`src/rtl/muldiv_unit_if.sv`:
```
// Issue/result bundle between the EX stage and the iterative multiply/divide unit.
// The EX stage drives the master side; the unit implements the slave side.
interface muldiv_unit_if #(
    parameter int unsigned XLEN = 32
) ();
    logic            start;
    logic            flush;
    logic [2:0]      Operation;
    logic [XLEN-1:0] SrcA;
    logic [XLEN-1:0] SrcB;
    logic            busy;
    logic            done;
    logic [XLEN-1:0] Result;

    modport master (
        output start, flush, Operation, SrcA, SrcB,
        input  busy, done, Result
    );

    modport slave (
        input  start, flush, Operation, SrcA, SrcB,
        output busy, done, Result
    );
endinterface

```
`src/rtl/muldiv_unit.sv`:
```
// Iterative RV32M multiply/divide unit: radix-2 shift-add multiplier and restoring divider
// sharing one 2*XLEN accumulator, with sign fix-up in a final cycle.
module muldiv_unit #(
    parameter int unsigned XLEN = 32
) (
    input logic          clk,
    input logic          reset,
    muldiv_unit_if.slave bus
);
    localparam logic [1:0] StIdle = 2'd0;
    localparam logic [1:0] StCalc = 2'd1;
    localparam logic [1:0] StFix  = 2'd2;

    localparam logic [2:0] OpMul    = 3'b000;
    localparam logic [2:0] OpMulh   = 3'b001;
    localparam logic [2:0] OpMulhsu = 3'b010;
    localparam logic [2:0] OpDiv    = 3'b100;
    localparam logic [2:0] OpRem    = 3'b110;

    localparam logic [XLEN-1:0] MinNeg = {1'b1, {(XLEN-1){1'b0}}};

    logic [1:0]        state_q, state_d;
    logic [2:0]        op_q, op_d;
    logic              neg_q, neg_d;
    logic [XLEN-1:0]   opnd_q, opnd_d;
    logic [2*XLEN-1:0] acc_q, acc_d;
    logic [5:0]        cnt_q, cnt_d;
    logic [XLEN-1:0]   result_q, result_d;
    logic              done_q, done_d;

    logic              a_signed, b_signed, sa, sb;
    logic [XLEN-1:0]   opa, opb;
    logic              div_zero, div_ovf;
    logic [XLEN:0]     add_sum, trial;
    logic [2*XLEN-1:0] mul_next, div_next, prod_fix;
    logic [XLEN-1:0]   div_sel, div_fix, fix_result;

    always_comb begin
        a_signed = (bus.Operation == OpMulh) || (bus.Operation == OpMulhsu) ||
                   (bus.Operation == OpDiv) || (bus.Operation == OpRem);
        b_signed = (bus.Operation == OpMulh) || (bus.Operation == OpDiv) ||
                   (bus.Operation == OpRem);
        sa       = a_signed & bus.SrcA[XLEN-1];
        sb       = b_signed & bus.SrcB[XLEN-1];
        opa      = sa ? -bus.SrcA : bus.SrcA;
        opb      = sb ? -bus.SrcB : bus.SrcB;
        div_zero = bus.Operation[2] && (bus.SrcB == '0);
        div_ovf  = ((bus.Operation == OpDiv) || (bus.Operation == OpRem)) &&
                   (bus.SrcA == MinNeg) && (bus.SrcB == '1);
    end

    // Multiply: add multiplicand into the upper half, shift right, keep the carry.
    // Divide: remainder:quotient shifted left; upper XLEN+1 bits form the trial remainder.
    always_comb begin
        add_sum  = {1'b0, acc_q[2*XLEN-1:XLEN]} + (acc_q[0] ? {1'b0, opnd_q} : '0);
        mul_next = {add_sum, acc_q[XLEN-1:1]};
        trial    = acc_q[2*XLEN-1:XLEN-1] - {1'b0, opnd_q};
        div_next = {trial[XLEN] ? acc_q[2*XLEN-2:XLEN-1] : trial[XLEN-1:0],
                    acc_q[XLEN-2:0], ~trial[XLEN]};
    end

    always_comb begin
        prod_fix = neg_q ? -acc_q : acc_q;
        div_sel  = op_q[1] ? acc_q[2*XLEN-1:XLEN] : acc_q[XLEN-1:0];
        div_fix  = neg_q ? -div_sel : div_sel;
        if (op_q[2]) begin
            fix_result = div_fix;
        end else if (op_q == OpMul) begin
            fix_result = prod_fix[XLEN-1:0];
        end else begin
            fix_result = prod_fix[2*XLEN-1:XLEN];
        end
    end

    always_comb begin
        state_d  = state_q;
        op_d     = op_q;
        neg_d    = neg_q;
        opnd_d   = opnd_q;
        acc_d    = acc_q;
        cnt_d    = cnt_q;
        result_d = result_q;
        done_d   = 1'b0;
        if (bus.flush) begin
            state_d = StIdle;
        end else begin
            case (state_q)
                StIdle: begin
                    if (bus.start) begin
                        if (div_zero) begin
                            result_d = bus.Operation[1] ? bus.SrcA : '1;
                            done_d   = 1'b1;
                        end else if (div_ovf) begin
                            result_d = bus.Operation[1] ? '0 : MinNeg;
                            done_d   = 1'b1;
                        end else begin
                            op_d    = bus.Operation;
                            // Remainder follows the dividend; product/quotient follow sa^sb.
                            neg_d   = ((bus.Operation == OpMulhsu) || (bus.Operation == OpRem)) ?
                                      sa : (sa ^ sb);
                            opnd_d  = bus.Operation[2] ? opb : opa;
                            acc_d   = {{XLEN{1'b0}}, bus.Operation[2] ? opa : opb};
                            cnt_d   = '0;
                            state_d = StCalc;
                        end
                    end
                end
                StCalc: begin
                    acc_d = op_q[2] ? div_next : mul_next;
                    cnt_d = cnt_q + 6'd1;
                    if (cnt_q == 6'(XLEN - 1)) begin
                        state_d = StFix;
                    end
                end
                StFix: begin
                    result_d = fix_result;
                    done_d   = 1'b1;
                    state_d  = StIdle;
                end
                default: state_d = StIdle;
            endcase
        end
    end

    always_ff @(posedge clk or negedge reset) begin
        if (!reset) begin
            state_q  <= StIdle;
            op_q     <= '0;
            neg_q    <= 1'b0;
            opnd_q   <= '0;
            acc_q    <= '0;
            cnt_q    <= '0;
            result_q <= '0;
            done_q   <= 1'b0;
        end else begin
            state_q  <= state_d;
            op_q     <= op_d;
            neg_q    <= neg_d;
            opnd_q   <= opnd_d;
            acc_q    <= acc_d;
            cnt_q    <= cnt_d;
            result_q <= result_d;
            done_q   <= done_d;
        end
    end

    assign bus.busy   = (state_q != StIdle);
    assign bus.done   = done_q;
    assign bus.Result = result_q;
endmodule

```
`src/flat_wrapper.sv`:
```
// flat-port wrapper written by rule: the top's interface ports become plain ports
module muldiv_unit_flat 
#(
    parameter int unsigned XLEN = 32
)
  (clk, reset, bus_start, bus_flush, bus_Operation, bus_SrcA, bus_SrcB, bus_busy, bus_done, bus_Result);
  muldiv_unit_if #(.XLEN(XLEN)) bus_i ();
  input logic clk;
  input logic reset;
  input wire logic [$bits(bus_i.start)-1:0] bus_start;
  input wire logic [$bits(bus_i.flush)-1:0] bus_flush;
  input wire logic [$bits(bus_i.Operation)-1:0] bus_Operation;
  input wire logic [$bits(bus_i.SrcA)-1:0] bus_SrcA;
  input wire logic [$bits(bus_i.SrcB)-1:0] bus_SrcB;
  output wire logic [$bits(bus_i.busy)-1:0] bus_busy;
  output wire logic [$bits(bus_i.done)-1:0] bus_done;
  output wire logic [$bits(bus_i.Result)-1:0] bus_Result;
  assign bus_i.start = bus_start;
  assign bus_i.flush = bus_flush;
  assign bus_i.Operation = bus_Operation;
  assign bus_i.SrcA = bus_SrcA;
  assign bus_i.SrcB = bus_SrcB;
  assign bus_busy = bus_i.busy;
  assign bus_done = bus_i.done;
  assign bus_Result = bus_i.Result;
  muldiv_unit #(.XLEN(XLEN)) u_core (.clk(clk), .reset(reset), .bus(bus_i));
endmodule
```
`config.mk`:
```
export PLATFORM = sky130hd
export DESIGN_NAME = muldiv_unit_flat
export DESIGN_NICKNAME = d
export VERILOG_FILES = /design/src/rtl/muldiv_unit_if.sv /design/src/rtl/muldiv_unit.sv /design/src/flat_wrapper.sv
export SDC_FILE = /design/constraint.sdc
export NUM_CORES = 1
export LEC_CHECK = 0
export CORE_UTILIZATION = 45
export CTS_CLUSTER_SIZE = 40
export DETAILED_ROUTE_END_ITERATION = 16
export GPL_TIMING_DRIVEN = 0
export PLACE_DENSITY = 0.73
export SYNTH_ARGS = -nofsm -noshare
export SYNTH_HDL_FRONTEND = slang
export SYNTH_SLANG_ARGS = --single-unit
```
`constraint.sdc`:
```
create_clock -name clk -period 4.42 [get_ports clk]
set_input_delay 0.442 -clock clk [delete_from_list [all_inputs] [get_ports clk]]
set_output_delay 0.442 -clock clk [all_outputs]
set_load 0.01 [all_outputs]
```
==> results.txt <==
----------------------------------------------------
[Run status]
  Run status ... finished, final reports clean

[Finish]
  Count of inserted antenna diode cells ... 0
  Fraction of layout instances using a drive strength above 1 ... 3.65%
  Synthesis-to-finish area growth ... 14.7%
  Fraction of the core area covered by cells at the end of the flow ... a little over half
  Net count of the finished layout ... around 2300
  Number of non-filler instances in the completed layout ... 2666

[Placed design]
  Estimated wirelength of the detail-placed design ... ~55000 microns
  Placed instance count ... between 2000 and 3000
  Worst setup timing slack at the placement stage ... -931 ps
  Routability congestion estimate from global placement ... 1.02
  Count of input and output buffers ... 103

[Die]
  Ports ... 105
  Initial core utilization ... 45.8%
  Total core area ... roughly 0.034 sq mm
  Die footprint ... 0.0348 sq mm
  Cell Rows ... 67
  Horiz. Die Dim ... 187 microns
  Die Y ... 187 microns

[Drt]
  Routed Wire Length ... 69100 microns
  Drc violations ... 0
  Antenna Violating Nets Remaining ... 0
  Average detailed-routed wire length per instance ... between 20 and 30 microns
  Initial DRT Pass Iterations ... 6
  Post-detailed-route via-to-cell ratio ... 6.53
  Initial DRC Count ... around 2300
  Via count ... ~17000

[Worst setup path]
  Type of destination of the critical path ... flop
  Cell chain of the critical path ... clkbuf_1 > nor3b_1 > o211ai_1 > nor4_2 > nand3_1 > o21bai_1 > o41ai_1 > xor2_1 > a211oi_1 > a21oi_1
  CP top delay family ... compound AO/OA/AOI/OAI gates
  Arrival time at the worst endpoint ... 4660 ps
  Register-to-register setup slack ... around 80 ps
  Origin of the worst setup path ... u_core.acc_q[36]$_DFFE_PN0P_
  CP Max Fanout ... 7
  Crit path largest cell delay ... 700 ps
  Critical path class ... flop to flop
  Stages on the worst setup path ... 10
  Buffers & Inverters on Critical Path ... 1
  Startpoint of the lowest-slack register-to-register path ... u_core.acc_q[36]$_DFFE_PN0P_
  Highest-delay cell along the critical path ... nor4_2
  Data required time of the worst path ... 4740 ps
  Worst Setup Start Kind ... flop
  Endpoint of the worst register-to-register path ... u_core.bus.Result[31]$_DFFE_PN0P_
  Worst reg-to-reg path cell count ... 10

[Synthesis]
  Leading register cell type out of synthesis ... dfrtp_1
  Share of the yosys chip area belonging to registers ... 23.0%
  Synth cell types ... 75
  Most area-consuming cells after synthesis ... dfrtp_1 (23%), a21oi_1 (6.7%), mux2i_1 (6.2%)
  Average footprint of a synthesized cell ... 7.37 sq um
  Number of synthesized flops with an enable pin ... 0
  Synth Net Count ... 2226
  Area leader, netlist ... dfrtp_1
  Combined area of all synthesized cells ... around 0.015 sq mm
  Share of flip-flops with an asynchronous set or reset ... 100%
  Synth Instances ... between 2000 and 2500
  Portion of synthesized cell area occupied by the leading cell type ... a little under a quarter
  Number of synthesized register bits ... 141
  Yosys warning total ... 0

[STA]
  Count of endpoints failing setup in the final report ... 0
  Worst slew pin tran ... 961 ps
  RSZ-0062 raised after global routing ... false
  Final worst-path cycle share ... 98.2%
  Post-Route Hold Slack ... 470 ps
  Worst-case clock skew ... 16.7 ps
  Worst max-slew margin expressed relative to the limit ... between 30% and 40%
  Final Hold Vio Count ... 0
  Fmax ... 0.230 GHz
  Pins Over Slew Limit ... 0
  Final worst path period need ... 4340 ps
  Slack of the critical path ... 79.7 ps

[CTS]
  Buffer levels on the longest clock path ... 2
  CTS Buf Count ... 17
  Number of clock sinks ... between 100 and 150
  TritonCTS clock tree ... done
  Number of post-CTS setup repair buffers ... 0
  Clock Tree Root ... clkbuf_16
  Clock-pin slew on the worst setup and hold paths ... 70 ps
  Clock Latency Late Sink ... 470 ps
  Depth of the CTS H-tree ... 4

[Global routing]
  Total gr overflow ... 0
  Initial antenna violation count ... 2
  Vias in the first global route ... 16400
  Pin count of the biggest net entering global routing ... between 90 and 100
  First-pass GRT wire length ... 103000 microns
  GRT Total Usage ... 39.3%

[Flow run]
  Max-Cap Viols ... 0

[Hold path]
  Min-Delay Endpoint ... u_core.state_q[1]$_DFFE_PN0P_
  Hold_sp ... u_core.cnt_q[5]$_DFFE_PN0P_
  Tightest Hold Check Type ... flop to flop
  Number of instances on the worst hold path ... 1

[Power]
  Peak ir drop on the vdd network ... approximately 0.31 mV
  Lkg Pwr ... 7.12 nW
  Pwr Density ... 500 mW/mm^2

----------------------------------------------------
kinds of logic (layout without fill, tap and decap cells):
group	Yosys count	count (layout)	synth area share [%]
AO/OA/AOI/OAI	661	661	26.6
XOR/XNOR	200	200	11.4
adder cells (fa/ha/maj)	72	72	5.97
buffers and inverters	218	353	5.45
flip-flops	141	141	23.0
multiplexers	103	103	6.78
AND/OR/NAND/NOR	688	688	20.8
synthesized netlist by cell type, types with 22 or more instances:
master    number
ha_1          70
inv_1         65
clkbuf_1     130
o211ai_1      22
a21oi_1      204
nor2_1       251
xnor2_1       93
mux2i_1       95
o31ai_1       29
nand2_1      193
o21ai_0      190
dfrtp_1      141
a31oi_1       24
xor2_1       107
a21o_1        25
nor3_1        41
nand3_1       33
or3_1         23
nand4_1       32
nand2b_1      29
worst max path at each step:
stage,endpoint,slack [ps]
after global routing,u_core.acc_q[60]$_DFFE_PN0P_,5
after detailed placement,u_core.bus.Result[28]$_DFFE_PN0P_,-930
after global placement,u_core.cnt_q[4]$_DFFE_PN0P_,-3030
after CTS,u_core.acc_q[63]$_DFFE_PN0P_,80
final,u_core.bus.Result[31]$_DFFE_PN0P_,80
after floorplan,u_core.bus.Result[28]$_DFFE_PN0P_,600
what timing repair did:
| action | 4_1_cts | 5_1_grt |
|---|---|---|
| endpoints found under the setup margin | 36 | 30 |
| hold buffers | 1 | 0 |
| pin swaps | 0 | 0 |
| gates resized for setup | 5 | 10 |
| hold endpoints to repair | 51 | 0 |
cell type report:
cell class                 instances  area (sq um)
tap                              448           561
sequential                       141          3530
multi-input combinational       1724         11000
clock buffer                      17           425
fill                            3353         15900
timing repair buffer             105          1070
inverter                          67           251
buffer                           149           588
clock inverter                    15           144
state kept, by name, indices dropped and copies added, names as in the netlist:
register	flops
u_core.cnt_q	6
u_core.op_q	3
u_core.bus.Result	32
u_core.state_q	2
u_core.bus.done	1
u_core.acc_q	64
u_core.neg_q	1
u_core.opnd_q	32
routing by layer:
layer | track usage [%] | vias to the layer above | share of wire, %
met1 | 54.4 | 8431 | 42
li1 | - | 7762 | -
met3 | 7.00 | 195 | 9.8
met4 | 20.1 | 2 | 5.4
met2 | 58.3 | 1028 | 42
met5 | 0 | - | 0.014
cells in the final DEF, fill, tap and decap left out, types with 9 or more instances in the layout:
cell	n
and3_1	17
clkdlybuf4s50_1	102
o31ai_1	28
xor2_1	107
clkbuf_16	17
a21oi_1	204
o21ai_0	190
o41ai_1	20
dfrtp_1	140
inv_1	65
o21a_1	13
nor4_1	10
a22oi_1	17
mux2i_1	95
a31oi_1	24
or4_1	14
or3_1	23
nor3_1	41
a211oi_1	17
nor2_1	251
nand3_1	33
o22ai_1	10
nand2b_1	29
o221ai_1	12
nand2_1	193
buf_2	9
o211ai_1	22
nor2b_1	12
nand4_1	32
a21o_1	25
xnor2_1	92
ha_1	70
clkbuf_1	126
per-stage QoR:
stage / area, sq um / total power, mW / TNS (ps)
floorplan: 15300 / 5.47 / 0
global placement: 16900 / 7.06 / -436350
detailed placement: 17000 / 7.11 / -13990
CTS: 17600 / 8.58 / 0
global route: 17600 / 9.26 / 0
finish: 17600 / 8.80 / 0
power by group:
part           total, mW  leakage [nW]  switching (mW)  internal (mW)
Clock               1.44         0.280           0.695          0.748
Combinational       5.47          5.04            3.52           1.95
Sequential          1.89          1.80           0.354           1.53
Total               8.80          7.12            4.57           4.23
No activity file was read; power rests on OpenSTA's default activity.
